===== src/rtl/stream_demux_pkg.sv =====
// rtl/stream_demux_pkg.sv - shared types and helpers for the 1-to-N stream demux
package stream_demux_pkg;

  typedef enum logic [1:0] {
    ST_IDLE    = 2'd0,
    ST_ROUTE   = 2'd1,
    ST_DISCARD = 2'd2
  } state_e;

  // Ceiling log2 with a floor of 1 so a select field is never zero bits wide.
  function automatic int clog2(input int value);
    int r;
    int v;
    r = 0;
    v = value - 1;
    while (v > 0) begin
      r = r + 1;
      v = v >> 1;
    end
    return (r < 1) ? 1 : r;
  endfunction

endpackage


===== src/rtl/demux_out_slot.sv =====
// rtl/demux_out_slot.sv - one-entry registered output slot with valid/ready
module demux_out_slot #(
  parameter int DATA_W = 8
) (
  input  logic              clk,
  input  logic              rst_n,
  input  logic              load,
  input  logic [DATA_W-1:0] in_data,
  input  logic              in_last,
  output logic              m_valid,
  input  logic              m_ready,
  output logic [DATA_W-1:0] m_data,
  output logic              m_last,
  output logic              can_accept
);

  logic              valid_q, valid_d;
  logic [DATA_W-1:0] data_q, data_d;
  logic              last_q, last_d;

  // A new load always wins over a same-cycle drain; payload holds when not loaded.
  always_comb begin
    valid_d = valid_q;
    data_d  = data_q;
    last_d  = last_q;
    if (load) begin
      valid_d = 1'b1;
      data_d  = in_data;
      last_d  = in_last;
    end else if (valid_q && m_ready) begin
      valid_d = 1'b0;
    end
  end

  // Slot registers.
  always_ff @(posedge clk or negedge rst_n) begin
    if (!rst_n) begin
      valid_q <= 1'b0;
      data_q  <= '0;
      last_q  <= 1'b0;
    end else begin
      valid_q <= valid_d;
      data_q  <= data_d;
      last_q  <= last_d;
    end
  end

  assign m_valid    = valid_q;
  assign m_data     = data_q;
  assign m_last     = last_q;
  assign can_accept = ~valid_q | m_ready;

endmodule


===== src/rtl/stream_demux_1ton.sv =====
// rtl/stream_demux_1ton.sv - registered 1-to-N packet demux with discard of bad selects
module stream_demux_1ton
  import stream_demux_pkg::*;
#(
  parameter int DATA_W = 8,
  parameter int N_OUT  = 8,
  parameter int CNT_W  = 8,
  parameter int SEL_W  = clog2(N_OUT)
) (
  input  logic                    clk,
  input  logic                    rst_n,
  input  logic                    s_valid,
  output logic                    s_ready,
  input  logic [DATA_W-1:0]       s_data,
  input  logic [SEL_W-1:0]        s_sel,
  input  logic                    s_last,
  output logic [N_OUT-1:0]        m_valid,
  input  logic [N_OUT-1:0]        m_ready,
  output logic [N_OUT*DATA_W-1:0] m_data,
  output logic [N_OUT-1:0]        m_last,
  output logic [CNT_W-1:0]        drop_cnt,
  output logic                    busy
);

  localparam logic [SEL_W:0] N_OUT_W = (SEL_W + 1)'(N_OUT);

  state_e           state_q, state_d;
  logic [SEL_W-1:0] cur_sel_q, cur_sel_d;
  logic [CNT_W-1:0] drop_cnt_q, drop_cnt_d;

  logic             sel_in_range;
  logic [SEL_W-1:0] target;
  logic             tgt_rdy;
  logic             accept;
  logic             route_beat;
  logic [N_OUT-1:0] slot_rdy;
  logic [N_OUT-1:0] slot_load;

  assign sel_in_range = ({1'b0, s_sel} < N_OUT_W);

  // Inside a packet the latched destination steers; otherwise the live select does.
  assign target = (state_q == ST_ROUTE) ? cur_sel_q : s_sel;

  // Pick the target slot's readiness; out-of-range targets read as not ready here.
  always_comb begin
    tgt_rdy = 1'b0;
    for (int k = 0; k < N_OUT; k++) begin
      if (target == SEL_W'(k)) tgt_rdy = slot_rdy[k];
    end
  end

  // Ingress ready depends only on state, select and slot occupancy, never on s_valid.
  always_comb begin
    s_ready = 1'b0;
    case (state_q)
      ST_IDLE:    s_ready = sel_in_range ? tgt_rdy : 1'b1;
      ST_ROUTE:   s_ready = tgt_rdy;
      ST_DISCARD: s_ready = 1'b1;
      default:    s_ready = 1'b0;
    endcase
  end

  assign accept     = s_valid & s_ready;
  assign route_beat = (state_q == ST_ROUTE) | ((state_q == ST_IDLE) & sel_in_range);

  // Only the target slot is written; all other slots drain on their own.
  always_comb begin
    slot_load = '0;
    for (int k = 0; k < N_OUT; k++) begin
      slot_load[k] = accept & route_beat & (target == SEL_W'(k));
    end
  end

  // Packet FSM, destination latch and saturating per-packet drop counter.
  always_comb begin
    state_d    = state_q;
    cur_sel_d  = cur_sel_q;
    drop_cnt_d = drop_cnt_q;
    case (state_q)
      ST_IDLE: begin
        if (accept) begin
          if (sel_in_range) begin
            if (!s_last) begin
              state_d   = ST_ROUTE;
              cur_sel_d = s_sel;
            end
          end else begin
            if (drop_cnt_q != {CNT_W{1'b1}}) drop_cnt_d = drop_cnt_q + CNT_W'(1);
            if (!s_last) state_d = ST_DISCARD;
          end
        end
      end
      ST_ROUTE, ST_DISCARD: begin
        if (accept && s_last) state_d = ST_IDLE;
      end
      default: state_d = ST_IDLE;
    endcase
  end

  // Control registers.
  always_ff @(posedge clk or negedge rst_n) begin
    if (!rst_n) begin
      state_q    <= ST_IDLE;
      cur_sel_q  <= '0;
      drop_cnt_q <= '0;
    end else begin
      state_q    <= state_d;
      cur_sel_q  <= cur_sel_d;
      drop_cnt_q <= drop_cnt_d;
    end
  end

  assign drop_cnt = drop_cnt_q;
  assign busy     = (state_q != ST_IDLE);

  for (genvar k = 0; k < N_OUT; k++) begin : g_slot
    demux_out_slot #(
      .DATA_W(DATA_W)
    ) u_slot (
      .clk        (clk),
      .rst_n      (rst_n),
      .load       (slot_load[k]),
      .in_data    (s_data),
      .in_last    (s_last),
      .m_valid    (m_valid[k]),
      .m_ready    (m_ready[k]),
      .m_data     (m_data[k*DATA_W +: DATA_W]),
      .m_last     (m_last[k]),
      .can_accept (slot_rdy[k])
    );
  end

endmodule


===== config.mk =====
export PLATFORM = sky130hd
export DESIGN_NAME = stream_demux_1ton
export DESIGN_NICKNAME = d
export VERILOG_FILES = /design/src/rtl/stream_demux_pkg.sv /design/src/rtl/demux_out_slot.sv /design/src/rtl/stream_demux_1ton.sv
export SDC_FILE = /design/constraint.sdc
export NUM_CORES = 1
export LEC_CHECK = 0
export ABC_CLOCK_PERIOD_IN_PS = 5300
export BUFFER_PORTS_ARGS = -buffer_cell sky130_fd_sc_hd__buf_4
export CELL_PAD_IN_SITES_DETAIL_PLACEMENT = 0
export CELL_PAD_IN_SITES_GLOBAL_PLACEMENT = 1
export CORE_MARGIN = 5
export CORE_UTILIZATION = 44
export CTS_CLUSTER_SIZE = 20
export DETAILED_ROUTE_END_ITERATION = 10
export PLACE_DENSITY = 0.81
export SLEW_MARGIN = 20
export SYNTH_ARGS = -nofsm -noshare
export SYNTH_HDL_FRONTEND = slang
export SYNTH_SLANG_ARGS = --single-unit

===== constraint.sdc =====
create_clock -name clk -period 5.3 [get_ports clk]
set_clock_uncertainty 0.05 [all_clocks]
set_input_delay 0.53 -clock clk [delete_from_list [all_inputs] [get_ports clk]]
set_output_delay 0.53 -clock clk [all_outputs]
set_load 0.02 [all_outputs]

=== Yosys cells after proc, flatten, opt, wreduce, memory -nomap -nowiden ===
Cells that the tools add are included.

* Add/subtract/negate cells: 0
* Multiply operators: 0
* Divide/modulo/power cells: 0
* $lt $le $gt $ge: 0
* Equal/unequal tests: 12
* Shifts and indexed selects: 0
* Mux-type cells: 30
* Bitwise logic cells: 28
* Reduce and logical (&&, ||, !) cells: 24

{| class="wikitable"
|+ Operators by type and width
! operator !! count
|-
| $mux 1 || 24
|-
| $reduce_bool 2->1 || 9
|-
| $eq 3x3->1 const B || 4
|-
| $and 1x1->1 || 10
|-
| $logic_and 1x1->1 || 9
|-
| $not 1->1 || 9
|-
| $or 1x1->1 || 9
|-
| $eq 3x2->1 const B || 2
|-
| $mux 2 || 3
|-
| $ne 2x2->1 const B || 3
|-
| $reduce_and 3->1 || 2
|-
| $pmux 2 s2 || 1
|-
| $reduce_or 2->1 || 2
|-
| $eq 3x1->1 const B || 1
|-
| $logic_not 3->1 || 1
|-
| $mux 3 || 1
|-
| $eq 2x1->1 const B || 1
|-
| $eq 2x2->1 const B || 1
|-
| $logic_not 2->1 || 1
|-
| $pmux 1 s2 || 1
|}

* Register bits: 85
* Bits in latches: 0
* Bits in writable memories: 0
* Bits in read-only memories: 0
* Input bits: 23
* Output and inout bits: 90
* Logic and storage cells: 120
* Memories: 0

=== Depth between registers and ports, before layout ===
* Depth in word-level cells: 16
* Mapped depth: 7
* Depth with buffers taken out: 5

=== Cells and area by module ===
From an unflattened synthesis, not the netlist that was laid out.

* Cell total of the unflattened synthesis: 235
* Area total of the unflattened synthesis: 3867.5 µm²

{| class="wikitable"
|+ Modules (own cells, without submodules)
! module !! instances !! cells each !! area each (µm²) !! seq. area each (µm²)
|-
| demux_out_slot || 8 || 22 || 409.1 || 250.2
|-
| stream_demux_1ton || 1 || 59 || 594.3 || 100.1
|}

=== Worst setup path after synthesis ===
OpenSTA, ideal clock, no wires.

* Kind: input port to output port
* From: in s_sel[2]
* To: out s_ready
* Arrival time: 1.780 ns
* Data required time: 4.720 ns
* Slack: 2.940 ns
* Cell stages on the path: 5
* Buffers on the path: 0
* Path through: or3b_1 > a21o_1 > a31oi_1 > nand2_1 > a21oi_1

* Longest elaborated chain between the ends: 11
* Elaborated cells on any way between the ends: 18
* Those cells by class: eq/ne (7); mux (10); reduce/logical (1)

{| class="wikitable"
|+ Ends and longest elaborated chain
! element !! RTL line !! RTL
|-
| start: declaration || stream_demux_1ton.sv:15 || <nowiki>input logic [SEL_W-1:0] s_sel,</nowiki>
|-
| $mux 3 (*) || stream_demux_1ton.sv:42 || <nowiki>assign target = (state_q == ST_ROUTE) ? cur_sel_q : s_sel;</nowiki>
|-
| $logic_not 3->1 || stream_demux_1ton.sv:48 || <nowiki>if (target == SEL_W'(k)) tgt_rdy = slot_rdy[k];</nowiki>
|-
| $mux 1 (7 in series) || stream_demux_1ton.sv:48 ||
|-
| $mux 1 (*) || stream_demux_1ton.sv:48 ||
|-
| $pmux 1 s2 (*) || stream_demux_1ton.sv:55 || <nowiki>case (state_q)</nowiki>
|-
| end: declaration || stream_demux_1ton.sv:13 || <nowiki>output logic s_ready,</nowiki>
|}

Mark *: on every way between the ends. The rest lies on a longest branch, timed or not.

=== Final worst setup path ===
* From: reg state_q[0]
* To: out s_ready

* Longest elaborated chain between the ends: 12
* Elaborated cells on any way between the ends: 22
* Those cells by class: eq/ne (9); mux (10); reduce/logical (3)

{| class="wikitable"
|+ Ends and longest elaborated chain
! element !! RTL line !! RTL
|-
| start: declaration || stream_demux_1ton.sv:27 || <nowiki>state_e state_q, state_d;</nowiki>
|-
| start signal: assignment || stream_demux_1ton.sv:107 || <nowiki>state_q <= state_d;</nowiki>
|-
| $eq 2x1->1 || stream_demux_1ton.sv:42, stream_demux_1ton.sv:55 ||
|-
| $mux 3 || stream_demux_1ton.sv:42 ||
|-
| $logic_not 3->1 || stream_demux_1ton.sv:48 ||
|-
| $mux 1 (8 in series) || stream_demux_1ton.sv:48 ||
|-
| $pmux 1 s2 (*) || stream_demux_1ton.sv:55 ||
|}

Marked as above.

==> key figures <==
Route
  – Avg WL per Cell: 19.00 um
  – DRT iter0 DRCs: 100
  – Pre-antenna DRT Iters: 4
  – Routed WL: 9.005 mm
  – Via-to-Cell Ratio: 5.122
  – DRC viols: 0
  – Routed vias: 2428
  – Post-route ant nets: 0

Clock tree
  – Cts repair resizes: 0
  – Htree depth: 3
  – Root buffer cell: clkbuf_8
  – Clock Tree Buf Depth: 2
  – Clock Sinks: 84
  – CTS tree: done
  – Inserted Clock Buffers: 9
  – CTS hold repair buffers: 0
  – Setup bufs post-CTS: 0
  – Clock latency on the worst-skew pair: 0.34 ns
  – CTS clk-pin slew, worst paths: 0.09 ns

Synth
  – Area contributors post-synth: dfrtp_1 (55%), mux2_2 (13%), mux2_4 (11%)
  – Post-synthesis sequential area ratio: 0.5512
  – Syn_area_per_cell: 14.23 um2
  – Synth top area share: 0.5512
  – Yosys cell types: 41
  – Post-synthesis register bit count: 84
  – Yosys warning count: 0
  – Synth Cell Area: 3814 um2
  – Largest area contributor in the netlist: dfrtp_1
  – Post-Syn Instances: 268

Layout
  – Filler cells: 744
  – Commonest non-fill, non-tap cells in the layout: buf_4 (103), dfrtp_1 (84), mux2_2 (45), mux2_4 (27), nand2_1 (15)
  – # diodes: 0
  – Layout area overhead: 25.13%
  – Most common cell after layout, fill and taps aside: buf_4
  – Layout cells sized above 1: 0.5546
  – Multi-input gate area: 1523 um2
  – Nets@finish: 385
  – Register area: 2102 um2
  – Finished Layout Cells: 474

Worst setup path
  – Critical path cell sequence: mux2_2 > o22ai_1 > and2_1 > a21oi_1 > buf_4
  – Worst Setup End Kind: output pin
  – CP max FO: 16
  – CP startpoint kind: register
  – Max incr delay on CP: 0.63 ns
  – Crit-path slowest cell: dfrtp_1
  – Worst Path Required: 4.72 ns
  – Kind of critical path: reg2out
  – CP arrival: 2.55 ns

Run status
  – Outcome: finished clean

Placed design
  – RePlAce Congestion: 0.7884
  – Post-Place Cells: 459
  – Dpl hpwl: 6.279 mm
  – Buffers on Ports: 104

STA
  – Sum of negative setup slack: 0 ns
  – Final Cycle Share: 0.5907
  – Worst slew margin: 0.4967
  – Worst Tran Pin Value: 0.7549 ns
  – Highest Clock Rate: 319.4 MHz
  – Min Tclk post-route: 3.131 ns
  – Final Hold Fails: 0
  – RSZ-0062 raised after global routing: false
  – # setup viols final: 0
  – Slew Limit Fails: 0

Job
  – Max-Cap Viols: 0

Global route
  – Total GRT Usage: 0.1783
  – Vias in the first global route: 2655
  – Gr ovfl total: 0
  – Initial antenna violation count: 0
  – Largest net degree at the start of global routing: 85
  – First-pass GRT wire length: 14.32 mm

Die
  – Chip height: 103.1 um
  – # IOs: 113
  – Initial core utilization: 0.4438
  – Cell row count: 34
  – DIE AREA: 10630 um2
  – Die Wd: 103.1 um
  – Core Footprint: 8593 um2

Power and ir drop
  – Clk pwr share: 0.151
  – Peak supply drop: 0.3739 mV
  – Combinational share of power: 0.498
  – Leakage power: 2.301 nW
  – PwrDens: 688.1 nW/um2
  – Switching power: 1.276 mW
  – Sw frac: 0.3886
  – Internal: 2.008 mW
  – Sequential Power Share: 0.351

Hold path
  – Hold Crit Class: in2async
final cells by class:
class,instances,area share
flip-flops and latches,84,0.4405
clock inverters,6,0.01862
repair buffers,104,0.1644
clock buffers,9,0.02596
multi-input cells,159,0.3191
well taps,108,0.02832
inverters,4,0.003146
registers in the layout (all words and copies together), names as in the netlist:
signal and count:
cur_sel_q 3, g_slot.u_slot.m_data 64, g_slot.u_slot.m_last 8, g_slot.u_slot.m_valid 8, state_q 1
metal layers:
metal / wire (um) / vias up / global-route usage
li1: - / 1103 / -
met1: 3809 / 1240 / 0.2314
met2: 4331 / 80 / 0.2792
met3: 824 / 5 / 0.07510
met4: 40 / 0 / 0.04183
met5: 0 / - / 0
power groups by stage:
stage                     combinational, mW  clock (mW)  sequential (mW)
after floorplan                       0.787           0             1.42
after global placement                 1.63           0             1.15
after detailed placement               1.66           0             1.16
after CTS                              1.66       0.507             1.16
after global routing                   1.75       0.534             1.20
final                                  1.64       0.496             1.15
cell families (layout without fill, tap and decap cells):
logic type / count (synthesis) / in the layout / synth area share
AO/OA/AOI/OAI: 28 / 28 / 0.06890
buffers and inverters: 32 / 123 / 0.05643
flip-flops: 84 / 84 / 0.5512
multiplexers: 77 / 77 / 0.2536
other: 1 / 8 / 0.0009833
AND/OR/NAND/NOR: 46 / 46 / 0.06889
worst paths after layout:
check | start | end | slack (ns) | cells after the start
hold reg to reg | g_slot[2].u_slot.m_last | g_slot[2].u_slot.m_last | 0.45 | 1
min in group clk | m_ready[5] | g_slot[5].u_slot.m_valid | 0.31 | 2
hold / removal | rst_n | g_slot[0].u_slot.m_data[5] | 0.18 | 1
setup reg to reg | state_q[0] | g_slot[5].u_slot.m_data[2] | 2.57 | 5
setup / recovery | state_q[0] | s_ready | 2.17 | 5
max in group asynchronous | rst_n | g_slot[4].u_slot.m_valid | 4.52 | 1
stage by stage:
stage          hold slack, ns  instance area, um2    util  worst slack, ns  power, mW
3_5_place_dp           0.4309                4556  0.5301            2.593      2.816
6_report               0.1785                4772  0.5553            2.169      3.284
4_1_cts                0.2947                4768  0.5549            2.211      3.320
3_3_place_gp           0.4245                4556  0.5301            2.621      2.778
5_1_grt                0.2324                4772  0.5553            2.012      3.480
2_1_floorplan          0.1844                3840       -            2.940      2.204
cell usage after synthesis (all sizes together):
master,count
nor3,1
nor4bb,1
buf,26
nand2b,2
mux2,76
and4b,1
and3,5
a211o,1
a31oi,1
a311oi,1
conb,1
a21o,5
nand3,1
or3b,3
clkbuf,2
a211oi,2
or3,2
a21oi,10
inv,4
o22ai,2
o21ai,1
o2111a,1
and2,1
mux2i,1
a32o,1
nor2,2
dfrtp,84
o41ai,1
nand2,15
nand3b,2
o21bai,1
nor2b,4
and3b,1
or2,5
a31o,1
worst max-delay path: cells and delay by family (launching register included):
family	cells	cell delay, ns
flip-flops	1	0.63
AND/OR/NAND/NOR	1	0.60
multiplexers	1	0.44
AO/OA/AOI/OAI	2	0.35
buffers and inverters	1	0.19
Note: power is estimated with default switching activity, not from simulation.
